==> src/rtl/fuzz_pkg.sv <==
// rtl/fuzz_pkg.sv - shared types and constants for the fuzz campaign collector
package fuzz_pkg;

    localparam int IP_OUT_W  = 33;
    localparam int RUN_W_DEF = 16;

    typedef enum logic [1:0] {
        ST_PASS    = 2'b00,
        ST_CRASH   = 2'b01,
        ST_TIMEOUT = 2'b10
    } fuzz_status_t;

    typedef struct packed {
        logic [RUN_W_DEF-1:0] run_idx;
        fuzz_status_t         status;
        logic [IP_OUT_W-1:0]  ip_output;
    } fuzz_record_t;

    typedef enum logic [2:0] {
        S_IDLE,
        S_ARM,
        S_WAIT_ACK,
        S_PUSH,
        S_GAP,
        S_FINISH
    } coll_state_t;

endpackage

==> src/rtl/fuzz_campaign_collector_if.sv <==
// rtl/fuzz_campaign_collector_if.sv - fuzzer handshake and result record stream
interface fuzz_campaign_collector_if #(
    parameter int RUN_W = 16
);
    import fuzz_pkg::*;

    localparam int REC_W = RUN_W + 2 + IP_OUT_W;

    logic                fz_enable;
    logic                fz_ack;
    logic                fz_crash;
    logic [IP_OUT_W-1:0] fz_ip_output;
    logic                rec_valid;
    logic                rec_ready;
    logic [REC_W-1:0]    rec_data;

    modport master (
        output fz_enable,
        output rec_valid,
        output rec_data,
        input  fz_ack,
        input  fz_crash,
        input  fz_ip_output,
        input  rec_ready
    );

    modport slave (
        input  fz_enable,
        input  rec_valid,
        input  rec_data,
        output fz_ack,
        output fz_crash,
        output fz_ip_output,
        output rec_ready
    );

endinterface

==> src/rtl/fuzz_result_fifo.sv <==
// rtl/fuzz_result_fifo.sv - synchronous show-ahead result FIFO
module fuzz_result_fifo #(
    parameter int DEPTH = 8,
    parameter int W     = 51
) (
    input  logic         clk,
    input  logic         rst,
    input  logic         push_i,
    input  logic [W-1:0] push_data_i,
    input  logic         pop_i,
    output logic         valid_o,
    output logic [W-1:0] head_o,
    output logic         full_o
);
    localparam int AW = $clog2(DEPTH);

    logic [W-1:0]  mem_q [DEPTH];
    logic [AW-1:0] wr_q;
    logic [AW-1:0] rd_q;
    logic [AW:0]   cnt_q;
    logic          pop;

    assign valid_o = (cnt_q != '0);
    assign full_o  = (cnt_q == (AW+1)'(DEPTH));
    assign head_o  = mem_q[rd_q];
    assign pop     = pop_i && valid_o;

    always_ff @(posedge clk) begin
        if (push_i) begin
            mem_q[wr_q] <= push_data_i;
        end
    end

    // Pointers wrap naturally because DEPTH is a power of two.
    always_ff @(posedge clk) begin
        if (rst) begin
            wr_q  <= '0;
            rd_q  <= '0;
            cnt_q <= '0;
        end else begin
            if (push_i) wr_q <= wr_q + 1'b1;
            if (pop)    rd_q <= rd_q + 1'b1;
            case ({push_i, pop})
                2'b10:   cnt_q <= cnt_q + 1'b1;
                2'b01:   cnt_q <= cnt_q - 1'b1;
                default: cnt_q <= cnt_q;
            endcase
        end
    end

endmodule

==> src/rtl/fuzz_campaign_collector.sv <==
// rtl/fuzz_campaign_collector.sv - drives fuzzer runs, watchdogs acks, queues result records
module fuzz_campaign_collector
    import fuzz_pkg::*;
#(
    parameter int FIFO_DEPTH     = 8,
    parameter int TIMEOUT_CYCLES = 255,
    parameter int GAP_CYCLES     = 2,
    parameter int RUN_W          = 16
) (
    input  logic                      clk,
    input  logic                      rst,
    input  logic                      start,
    input  logic [RUN_W-1:0]          num_runs,
    input  logic                      abort,
    fuzz_campaign_collector_if.master bus,
    output logic                      busy,
    output logic                      done,
    output logic [RUN_W-1:0]          pass_cnt,
    output logic [RUN_W-1:0]          crash_cnt,
    output logic [RUN_W-1:0]          timeout_cnt
);
    localparam int REC_W  = RUN_W + 2 + IP_OUT_W;
    localparam int WAIT_W = $clog2(TIMEOUT_CYCLES + 1);
    localparam int GAP_W  = $clog2(GAP_CYCLES + 1);
    localparam logic [WAIT_W-1:0] WAIT_LAST = WAIT_W'(TIMEOUT_CYCLES - 1);
    localparam logic [GAP_W-1:0]  GAP_LAST  = GAP_W'(GAP_CYCLES - 1);

    coll_state_t         state_q;
    logic                fz_enable_q;
    logic                done_q;
    logic [RUN_W-1:0]    num_runs_q;
    logic [RUN_W-1:0]    run_idx_q;
    logic [RUN_W-1:0]    run_idx_d;
    logic [WAIT_W-1:0]   wait_q;
    logic [GAP_W-1:0]    gap_q;
    logic [RUN_W-1:0]    pass_q;
    logic [RUN_W-1:0]    crash_q;
    logic [RUN_W-1:0]    timeout_q;
    fuzz_status_t        rec_status_q;
    logic [IP_OUT_W-1:0] rec_ip_q;

    logic             abort_hit;
    logic             fifo_push;
    logic             fifo_pop;
    logic             fifo_full;
    logic             fifo_valid;
    logic [REC_W-1:0] fifo_head;

    function automatic logic [RUN_W-1:0] sat_inc(input logic [RUN_W-1:0] v);
        return (&v) ? v : v + 1'b1;
    endfunction

    assign run_idx_d = run_idx_q + 1'b1;
    assign abort_hit = abort && (state_q != S_IDLE) && (state_q != S_FINISH);
    assign fifo_pop  = fifo_valid && bus.rec_ready;
    // A pop in the same cycle frees a slot, so a full FIFO can still take the record.
    assign fifo_push = (state_q == S_PUSH) && !abort_hit && (!fifo_full || fifo_pop);

    always_ff @(posedge clk) begin
        if (rst) begin
            state_q      <= S_IDLE;
            fz_enable_q  <= 1'b0;
            done_q       <= 1'b0;
            num_runs_q   <= '0;
            run_idx_q    <= '0;
            wait_q       <= '0;
            gap_q        <= '0;
            pass_q       <= '0;
            crash_q      <= '0;
            timeout_q    <= '0;
            rec_status_q <= ST_PASS;
            rec_ip_q     <= '0;
        end else begin
            done_q <= 1'b0;
            if (abort_hit) begin
                fz_enable_q <= 1'b0;
                state_q     <= S_FINISH;
            end else begin
                case (state_q)
                    S_IDLE: begin
                        if (start) begin
                            if (num_runs != '0) begin
                                num_runs_q  <= num_runs;
                                run_idx_q   <= '0;
                                pass_q      <= '0;
                                crash_q     <= '0;
                                timeout_q   <= '0;
                                fz_enable_q <= 1'b1;
                                state_q     <= S_ARM;
                            end else begin
                                done_q <= 1'b1;
                            end
                        end
                    end
                    S_ARM: begin
                        wait_q  <= '0;
                        state_q <= S_WAIT_ACK;
                    end
                    S_WAIT_ACK: begin
                        wait_q <= wait_q + 1'b1;
                        if (bus.fz_ack) begin
                            rec_status_q <= bus.fz_crash ? ST_CRASH : ST_PASS;
                            rec_ip_q     <= bus.fz_ip_output;
                            fz_enable_q  <= 1'b0;
                            state_q      <= S_PUSH;
                        end else if (wait_q == WAIT_LAST) begin
                            rec_status_q <= ST_TIMEOUT;
                            rec_ip_q     <= '0;
                            fz_enable_q  <= 1'b0;
                            state_q      <= S_PUSH;
                        end
                    end
                    S_PUSH: begin
                        if (fifo_push) begin
                            case (rec_status_q)
                                ST_PASS:    pass_q    <= sat_inc(pass_q);
                                ST_CRASH:   crash_q   <= sat_inc(crash_q);
                                ST_TIMEOUT: timeout_q <= sat_inc(timeout_q);
                                default:    pass_q    <= pass_q;
                            endcase
                            gap_q   <= '0;
                            state_q <= S_GAP;
                        end
                    end
                    S_GAP: begin
                        if (gap_q == GAP_LAST) begin
                            run_idx_q <= run_idx_d;
                            if (run_idx_d == num_runs_q) begin
                                state_q <= S_FINISH;
                            end else begin
                                fz_enable_q <= 1'b1;
                                state_q     <= S_ARM;
                            end
                        end else begin
                            gap_q <= gap_q + 1'b1;
                        end
                    end
                    S_FINISH: begin
                        done_q  <= 1'b1;
                        state_q <= S_IDLE;
                    end
                    default: state_q <= S_IDLE;
                endcase
            end
        end
    end

    fuzz_result_fifo #(
        .DEPTH (FIFO_DEPTH),
        .W     (REC_W)
    ) u_fifo (
        .clk         (clk),
        .rst         (rst),
        .push_i      (fifo_push),
        .push_data_i ({run_idx_q, rec_status_q, rec_ip_q}),
        .pop_i       (fifo_pop),
        .valid_o     (fifo_valid),
        .head_o      (fifo_head),
        .full_o      (fifo_full)
    );

    assign bus.fz_enable = fz_enable_q;
    assign bus.rec_valid = fifo_valid;
    assign bus.rec_data  = fifo_head;
    assign busy          = (state_q != S_IDLE);
    assign done          = done_q;
    assign pass_cnt      = pass_q;
    assign crash_cnt     = crash_q;
    assign timeout_cnt   = timeout_q;

endmodule
==> src/flat_wrapper.sv <==
// flat-port wrapper written by rule: the top's interface ports become plain ports
module fuzz_campaign_collector_flat import fuzz_pkg::*;
#(
    parameter int FIFO_DEPTH     = 8,
    parameter int TIMEOUT_CYCLES = 255,
    parameter int GAP_CYCLES     = 2,
    parameter int RUN_W          = 16
)
  (clk, rst, start, num_runs, abort, busy, done, pass_cnt, crash_cnt, timeout_cnt, bus_fz_enable, bus_rec_valid, bus_rec_data, bus_fz_ack, bus_fz_crash, bus_fz_ip_output, bus_rec_ready);
  fuzz_campaign_collector_if #(.RUN_W(RUN_W)) bus_i ();
  input  logic clk;
  input  logic rst;
  input  logic start;
  input  logic [RUN_W-1:0] num_runs;
  input  logic abort;
  output logic busy;
  output logic done;
  output logic [RUN_W-1:0] pass_cnt;
  output logic [RUN_W-1:0] crash_cnt;
  output logic [RUN_W-1:0] timeout_cnt;
  output wire logic [$bits(bus_i.fz_enable)-1:0] bus_fz_enable;
  output wire logic [$bits(bus_i.rec_valid)-1:0] bus_rec_valid;
  output wire logic [$bits(bus_i.rec_data)-1:0] bus_rec_data;
  input wire logic [$bits(bus_i.fz_ack)-1:0] bus_fz_ack;
  input wire logic [$bits(bus_i.fz_crash)-1:0] bus_fz_crash;
  input wire logic [$bits(bus_i.fz_ip_output)-1:0] bus_fz_ip_output;
  input wire logic [$bits(bus_i.rec_ready)-1:0] bus_rec_ready;
  assign bus_fz_enable = bus_i.fz_enable;
  assign bus_rec_valid = bus_i.rec_valid;
  assign bus_rec_data = bus_i.rec_data;
  assign bus_i.fz_ack = bus_fz_ack;
  assign bus_i.fz_crash = bus_fz_crash;
  assign bus_i.fz_ip_output = bus_fz_ip_output;
  assign bus_i.rec_ready = bus_rec_ready;
  fuzz_campaign_collector #(.FIFO_DEPTH(FIFO_DEPTH), .TIMEOUT_CYCLES(TIMEOUT_CYCLES), .GAP_CYCLES(GAP_CYCLES), .RUN_W(RUN_W)) u_core (.clk(clk), .rst(rst), .start(start), .num_runs(num_runs), .abort(abort), .bus(bus_i), .busy(busy), .done(done), .pass_cnt(pass_cnt), .crash_cnt(crash_cnt), .timeout_cnt(timeout_cnt));
endmodule
==> config.mk <==
export PLATFORM = sky130hd
export DESIGN_NAME = fuzz_campaign_collector_flat
export DESIGN_NICKNAME = d
export VERILOG_FILES = /design/src/rtl/fuzz_pkg.sv /design/src/rtl/fuzz_campaign_collector_if.sv /design/src/rtl/fuzz_result_fifo.sv /design/src/rtl/fuzz_campaign_collector.sv /design/src/flat_wrapper.sv
export SDC_FILE = /design/constraint.sdc
export NUM_CORES = 1
export LEC_CHECK = 0
export ABC_AREA = 1
export ABC_CLOCK_PERIOD_IN_PS = 7800
export BUFFER_PORTS_ARGS = -buffer_cell sky130_fd_sc_hd__buf_4
export CAP_MARGIN = 20
export CORE_MARGIN = 2
export CORE_UTILIZATION = 36
export CTS_BUF_LIST = sky130_fd_sc_hd__clkbuf_8
export DETAILED_ROUTE_END_ITERATION = 6
export PLACE_DENSITY = 0.56
export SETUP_SLACK_MARGIN = 0.1
export SLEW_MARGIN = 30
export SYNTH_ARGS = -nofsm -noshare
export SYNTH_HDL_FRONTEND = slang
export SYNTH_SLANG_ARGS = --single-unit
==> constraint.sdc <==
create_clock -name clk -period 7.8 [get_ports clk]
set_input_delay 1.56 -clock clk [delete_from_list [all_inputs] [get_ports clk]]
set_output_delay 1.56 -clock clk [all_outputs]
set_load 0.1 [all_outputs]
==> flow_metrics.py, run 1 <==
metrics = {
    "synthesis": {
        "ys_seq_area_share_pct": 65.7,
        "syn-cell-area_mm2": 0.0230,
        "avgSynthCellArea_um2": 10.3,
        "synthXorXnorAreaFrac_pct": 1.49,
        "synth_top_family_by_area": "simple AND/OR/NAND/NOR gates",
        "synth_cell_types": 46,
        "ys_seq_elements": 551,
        "synth-simple-area-share_pct": 16.7,
        "netlist_instances": 2231,
        "syn_nets": 2300,
        "synth-compound-area-share_pct": 11.5,
        "synth_edf_count": 408,
        "synth-main-ff-cell": "edfxtp_1",
        "synthArstFlopShare_pct": 0,
        "muxShareOfSynthArea_pct": 0,
        "yosys.area_share.adder_pct": 0.740,
        "yosysWarnings": 0,
    },
    "sta": {
        "worst_slew_pin_slew_ns": 0.983,
        "slew_headroom_pct": 34.4,
        "rsz0062_at_grt": "no",
        "drv_slew": 0,
        "setup_violations": 0,
        "setup_tns_ns": 0,
        "period_needed_ns": 5.12,
        "max_freq_mhz": 195,
        "period_share_pct": 65.6,
        "skew_ns": 0.0354,
        "fin_ws_ns": 2.68,
        "hold_viol_final": 0,
    },
    "global_route": {
        "grt_pass1_vias": 16500,
        "grt_usage_pct": 17.6,
        "grt_remaining_overflow": 0,
        "antenna_found_initial": 2,
        "grt_pass1_wl_um": 91300,
        "grt_max_degree": 158,
    },
    "layout": {
        "layout-drive-gt1-share_pct": 14.1,
        "layout_commonest_cell": "nor2_1",
        "fin_area_mm2": 0.0268,
        "area_growth_pct": 16.5,
        "n_antenna_cell": 0,
        "fin_nets": 2455,
        "num-fill-cells": 6138,
        "final_cells": 3311,
        "final_cell_mix": "nor2_1, edfxtp_1, nand2_1",
    },
    "power": {
        "power.leakage_nw": 9.53,
        "power_mw": 9.21,
        "power.density_mw_per_mm2": 344,
        "peakVddDrop_mv": 0.191,
    },
    "die": {
        "initial_core_util_pct": 36.5,
        "die_width_um": 257,
        "rows": 92,
        "io_pins": 159,
        "core_area_mm2": 0.0631,
        "dieArea_mm2": 0.0659,
        "die_h_um": 257,
    },
    "min_path": {
        "whs_path_depth": 2,
        "hp-class": "reg -> reg",
    },
    "clock_network": {
        "clock-sinks": 551,
        "cts_tree": "done",
        "htreeDepth": 3,
        "cts-root-buf": "clkbuf_8",
        "insertion_delay_ns": 0.68,
        "cts_buffers": 93,
        "max-clock-path-buffers": 3,
        "cts_setup_buffers": 0,
        "ctsHoldBuffers": 0,
        "clkTransAtPathRegs_ns": 0.06,
        "cts-resized-gates": 0,
    },
    "worst_setup_path": {
        "timing.rr.start": "u_core.state_q[1]",
        "crit_end": "bus_rec_data[15]",
        "reg2reg_to": "u_core.u_fifo.mem_q[6][43]",
        "r2r_cells": 7,
        "reg2reg_slack_ns": 4.35,
        "cp_max_fo": 62,
        "critPathCaptureType": "output pin",
        "slowest_stage": "dfxtp_4",
        "crit_path_max_incr_delay_ns": 0.72,
        "cp_data_required_time_ns": 6.24,
        "cp_data_arrival_time_ns": 3.56,
        "crit_path_cell_trace": "clkinv_4 > buf_4 > nor2_1 > o21ai_0 > a31oi_1 > buf_4",
        "setup.worst_path.class": "reg -> out",
        "crit_top_cell": "buf_4",
        "start_kind": "register",
    },
    "placed_design": {
        "hpwl_um": 32800,
        "pre_cts_ws_ns": 3.34,
        "portBuffers": 158,
        "routabilityCongestion": 0.870,
        "placed_cell_area_mm2": 0.0250,
        "placedCellCount": 3137,
    },
    "detailed_routing": {
        "wl_per_cell_um": 17.6,
        "ant_nets": 0,
        "drc": 0,
        "drt-total-wl_um": 58400,
        "drt_iter0_drc": 928,
        "vias_per_cell": 5.02,
        "vias": 16600,
        "first_pass_iters": 5,
    },
    "run_status": {
        "status": "finished, final reports clean",
    },
    "job": {
        "drv_cap": 0,
    },
}
## routing by layer
layer | part of all wire, % | vias to the layer above | track usage (%)
met5 | 0.046 | - | 0
met4 | 2.0 | 4 | 5.62
met2 | 47 | 422 | 29.1
met3 | 6.4 | 89 | 4.21
li1 | - | 8106 | -
met1 | 44 | 7997 | 22.7
## power by group
| part | switching [mW] | internal, mW | leakage, nW |
|---|---|---|---|
| Combinational | 2.59 | 0.741 | 3.35 |
| Clock | 1.17 | 1.35 | 1.07 |
| Sequential | 0.139 | 3.22 | 5.11 |
| Total | 3.90 | 5.31 | 9.53 |
## registers in the layout (all words and copies together) (netlist names), 4 cells and up, named ones only
register	count
u_core.rec_ip_q	33
u_core.wait_q	8
u_core.crash_cnt	16
u_core.pass_cnt	16
u_core.u_fifo.mem_q	408
u_core.timeout_cnt	16
u_core.run_idx_q	16
u_core.u_fifo.cnt_q	4
u_core.num_runs_q	16
## metrics by stage
stage	hold WS, ns	utilization, %
final	0.468	42.5
after global routing	0.486	42.5
after CTS	0.468	42.5
after detailed placement	0.458	39.6
after global placement	0.442	39.5
after floorplan	0.431	-
## synthesized netlist by cell type (2+ instances only)
| cell | instances | area share, % |
|---|---|---|
| xnor2_1 | 17 | 0.65 |
| nor3_2 | 3 | 0.13 |
| nor4_1 | 6 | 0.16 |
| o21ai_0 | 250 | 5.4 |
| a22oi_1 | 12 | 0.39 |
| nand4_1 | 19 | 0.52 |
| nor2_4 | 3 | 0.15 |
| buf_6 | 4 | 0.20 |
| nand3b_1 | 4 | 0.13 |
| nor3_1 | 27 | 0.59 |
| buf_2 | 13 | 0.28 |
| a21oi_1 | 109 | 2.4 |
| nor2_2 | 4 | 0.11 |
| dfxtp_1 | 143 | 12 |
| edfxtp_1 | 408 | 53 |
| a31oi_1 | 53 | 1.4 |
| o21ai_1 | 4 | 0.087 |
| inv_1 | 94 | 1.5 |
| xnor3_1 | 2 | 0.20 |
| clkbuf_1 | 91 | 1.5 |
| nand2_1 | 274 | 4.5 |
| buf_4 | 6 | 0.20 |
| inv_2 | 6 | 0.098 |
| nor4_4 | 2 | 0.18 |
| nand2_2 | 5 | 0.14 |
| nand3_4 | 3 | 0.23 |
| o22ai_1 | 51 | 1.4 |
| or2_1 | 2 | 0.054 |
| or2_2 | 3 | 0.082 |
| ha_1 | 12 | 0.65 |
| nand3_1 | 58 | 1.3 |
| xor2_1 | 17 | 0.65 |
| a211oi_1 | 5 | 0.16 |
| nor2_1 | 509 | 8.3 |
## worst min-delay path by stage
| stage | start | end |
|---|---|---|
| finish | u_core.num_runs_q[6] | u_core.num_runs_q[6] |
| global route | u_core.num_runs_q[6] | u_core.num_runs_q[6] |
| CTS | u_core.gap_q[1] | u_core.gap_q[1] |
| detailed placement | u_core.u_fifo.rd_q[2] | register |
| global placement | u_core.gap_q[1] | u_core.gap_q[1] |
| floorplan | u_core.num_runs_q[10] | u_core.num_runs_q[10] |
## cells by family (layout without fill, tap and decap cells)
| kind of cell | Yosys count | after routing |
|---|---|---|
| AO/OA/AOI/OAI | 488 | 488 |
| XOR/XNOR | 36 | 36 |
| adder cells (fa/ha/maj) | 13 | 13 |
| buffers and inverters | 215 | 449 |
| flip-flops | 551 | 551 |
| AND/OR/NAND/NOR | 928 | 928 |
## worst max-delay path: cells and delay by family (launching register included)
kind	cells	cell delay (ns)
and+or+nand+nor	1	0.14
AOI/OAI and AO/OA	2	0.44
DFF	1	0.72
buffers and inverters	3	1.49
## area by class of cell
| type | count | area (um^2) | share of cell area [%] |
|---|---|---|---|
| clock buffers | 106 | 1460 | 5.44 |
| clock inverters | 68 | 380 | 1.42 |
| inverters | 100 | 390 | 1.46 |
| multi-input cells | 1465 | 7070 | 26.4 |
| flip-flops and latches | 551 | 15100 | 56.4 |
| well taps | 846 | 1060 | 3.95 |
| repair buffers | 175 | 1330 | 4.94 |
Power figures use the tool's default switching activity.
==> inputs of run 2 (changes only) <==
Settings changed: ABC_CLOCK_PERIOD_IN_PS 7800 to 4800.
Clock period 7.8 ns to 4.8 ns, I/O delays scaled along.
==> flow_metrics.py, run 2 (synthesis gave the netlist of run 1 again) <==
metrics = {
    "global_route": {
        "grt_max_degree": 205,
        "grtUsageMet2_pct": 29.0,
        "antenna_found_initial": 1,
        "grt_util_met1_pct": 22.5,
        "grt_pass1_wl_um": 91100,
        "met3_usage_pct": 4.12,
        "grt_most_used_layer": "met2",
        "grt_remaining_overflow": 0,
        "grt_pass1_vias": 16500,
        "grt_usage_pct": 17.4,
    },
    "sta": {
        "period_share_pct": 91.2,
        "period_needed_ns": 4.38,
        "drv_slew": 0,
        "slew_headroom_pct": 32.6,
        "skew_ns": 0.0384,
        "worst_slew_pin_slew_ns": 1.01,
        "max_freq_mhz": 228,
        "setup_violations": 0,
        "setup_tns_ns": 0,
        "rsz0062_at_grt": "no",
        "hold_viol_final": 0,
        "hold-worst-slack_ns": 0.461,
    },
    "placed_design": {
        "routabilityCongestion": 0.869,
        "hpwl_um": 33700,
        "portBuffers": 158,
        "placed_cell_area_mm2": 0.0251,
    },
    "worst_setup_path": {
        "start_kind": "register",
        "setup.worst_path.class": "reg -> out",
        "cp_data_arrival_time_ns": 3.42,
        "timing.rr.start": "u_core.state_q[0]",
        "crit_path_max_incr_delay_ns": 0.64,
        "crit_path_cell_trace": "clkinv_2 > buf_12 > nor2_1 > o21ai_0 > a31oi_1 > buf_4",
        "reg2reg_slack_ns": 1.28,
        "critPathCaptureType": "output pin",
        "cp_data_required_time_ns": 3.84,
        "path_buf_inv": 3,
        "cpLargestDelayFamily": "buffers and inverters",
        "cp_max_fo": 64,
        "slowest_stage": "clkinv_2",
    },
    "power": {
        "power.leakage_nw": 9.54,
        "peakVddDrop_mv": 0.389,
        "power.density_mw_per_mm2": 554,
        "power_mw": 14.8,
    },
    "die": {
        "initial_core_util_pct": 36.5,
        "die_h_um": 257,
        "die_width_um": 257,
        "dieArea_mm2": 0.0659,
        "rows": 92,
        "core_area_mm2": 0.0631,
        "io_pins": 159,
    },
    "clock_network": {
        "insertion_delay_ns": 0.69,
        "cts-resized-gates": 0,
        "cts_tree": "done",
        "cts_buffers": 94,
        "clock-sinks": 551,
        "clkTransAtPathRegs_ns": 0.06,
        "ctsHoldBuffers": 0,
        "cts_setup_buffers": 0,
        "htreeDepth": 3,
        "max-clock-path-buffers": 3,
        "cts-root-buf": "clkbuf_8",
    },
    "detailed_routing": {
        "drt-total-wl_um": 58400,
        "drt_iter0_drc": 1129,
        "ant_nets": 0,
        "wl_per_cell_um": 17.7,
        "vias": 16700,
        "drc": 0,
        "vias_per_cell": 5.03,
        "first_pass_iters": 5,
    },
    "min_path": {
        "hp-class": "reg -> reg",
        "min-delay-start": "u_core.u_fifo.rd_q[2]",
    },
    "layout": {
        "fin_nets": 2458,
        "top_regs": "u_core.u_fifo.mem_q x408, u_core.rec_ip_q x33",
        "final_cell_mix": "nor2_1, edfxtp_1, nand2_1",
        "area_growth_pct": 16.5,
        "num-fill-cells": 6125,
        "largest_register": "u_core.u_fifo.mem_q",
        "n_antenna_cell": 0,
        "layout-drive-gt1-share_pct": 13.9,
        "fin_area_mm2": 0.0268,
        "largest_reg_flops": 408,
        "layout_commonest_cell": "nor2_1",
        "final_util_pct": 42.5,
    },
    "job": {
        "drv_cap": 0,
    },
    "run_status": {
        "status": "finished, final reports clean",
    },
}
-- run 2: changes by cell type in the layout (fill, tap and decap cells not counted), sizes merged --
cell	delta
clkinvlp	+1
inv	+9
bufinv	-3
clkbuf	-1
clkinv	-9
buf	+2
-- run 2: per-stage QoR --
| step | worst slack (ns) | cells |
|---|---|---|
| final | 0.423 | 3310 |
| after global routing | 0.186 | 3310 |
| after CTS | 0.339 | 3310 |
| after detailed placement | 1.12 | 3139 |
| after global placement | 1.12 | 3138 |
| after floorplan | -0.773 | 2231 |
-- run 2: where the power goes --
part / total [mW] / internal (mW) / switching, mW
Clock: 3.89 / 2.00 / 1.88
Sequential: 5.41 / 5.24 / 0.169
Combinational: 5.54 / 1.24 / 4.30
Total: 14.8 / 8.48 / 6.35
-- run 2: area by class of cell --
cell class              instances  area [um^2]  area share (%)
clock inverters                66          293            1.09
well taps                     846         1060            3.95
repair buffers                177         1410            5.27
clock buffers                 105         1450            5.39
flip-flops and latches        551        15100            56.4
multi-input cells            1465         7080            26.4
inverters                     100          384            1.43
-- run 2: path summary, 6_finish.rpt --
kind / to / depth (start not counted)
worst min-delay path: u_core.u_fifo.rd_q[2] / 2
worst min register to register: u_core.u_fifo.rd_q[2] / 2
worst max-delay path: bus_rec_data[35] / 6
worst max register to register: u_core.u_fifo.mem_q[3][2] / 9
-- run 2: tightest hold or removal path, cell delays in order, from the launching register on --
cell and delay, ns:
dfxtp_1 0.31, inv_1 0.05, a21oi_1 0.06
-- run 2: routing by layer --
layer / vias to the layer above / part of all wire (%)
met5: - / 0.027
met4: 2 / 1.9
met3: 91 / 5.8
met2: 404 / 47
met1: 8047 / 45
li1: 8110 / -
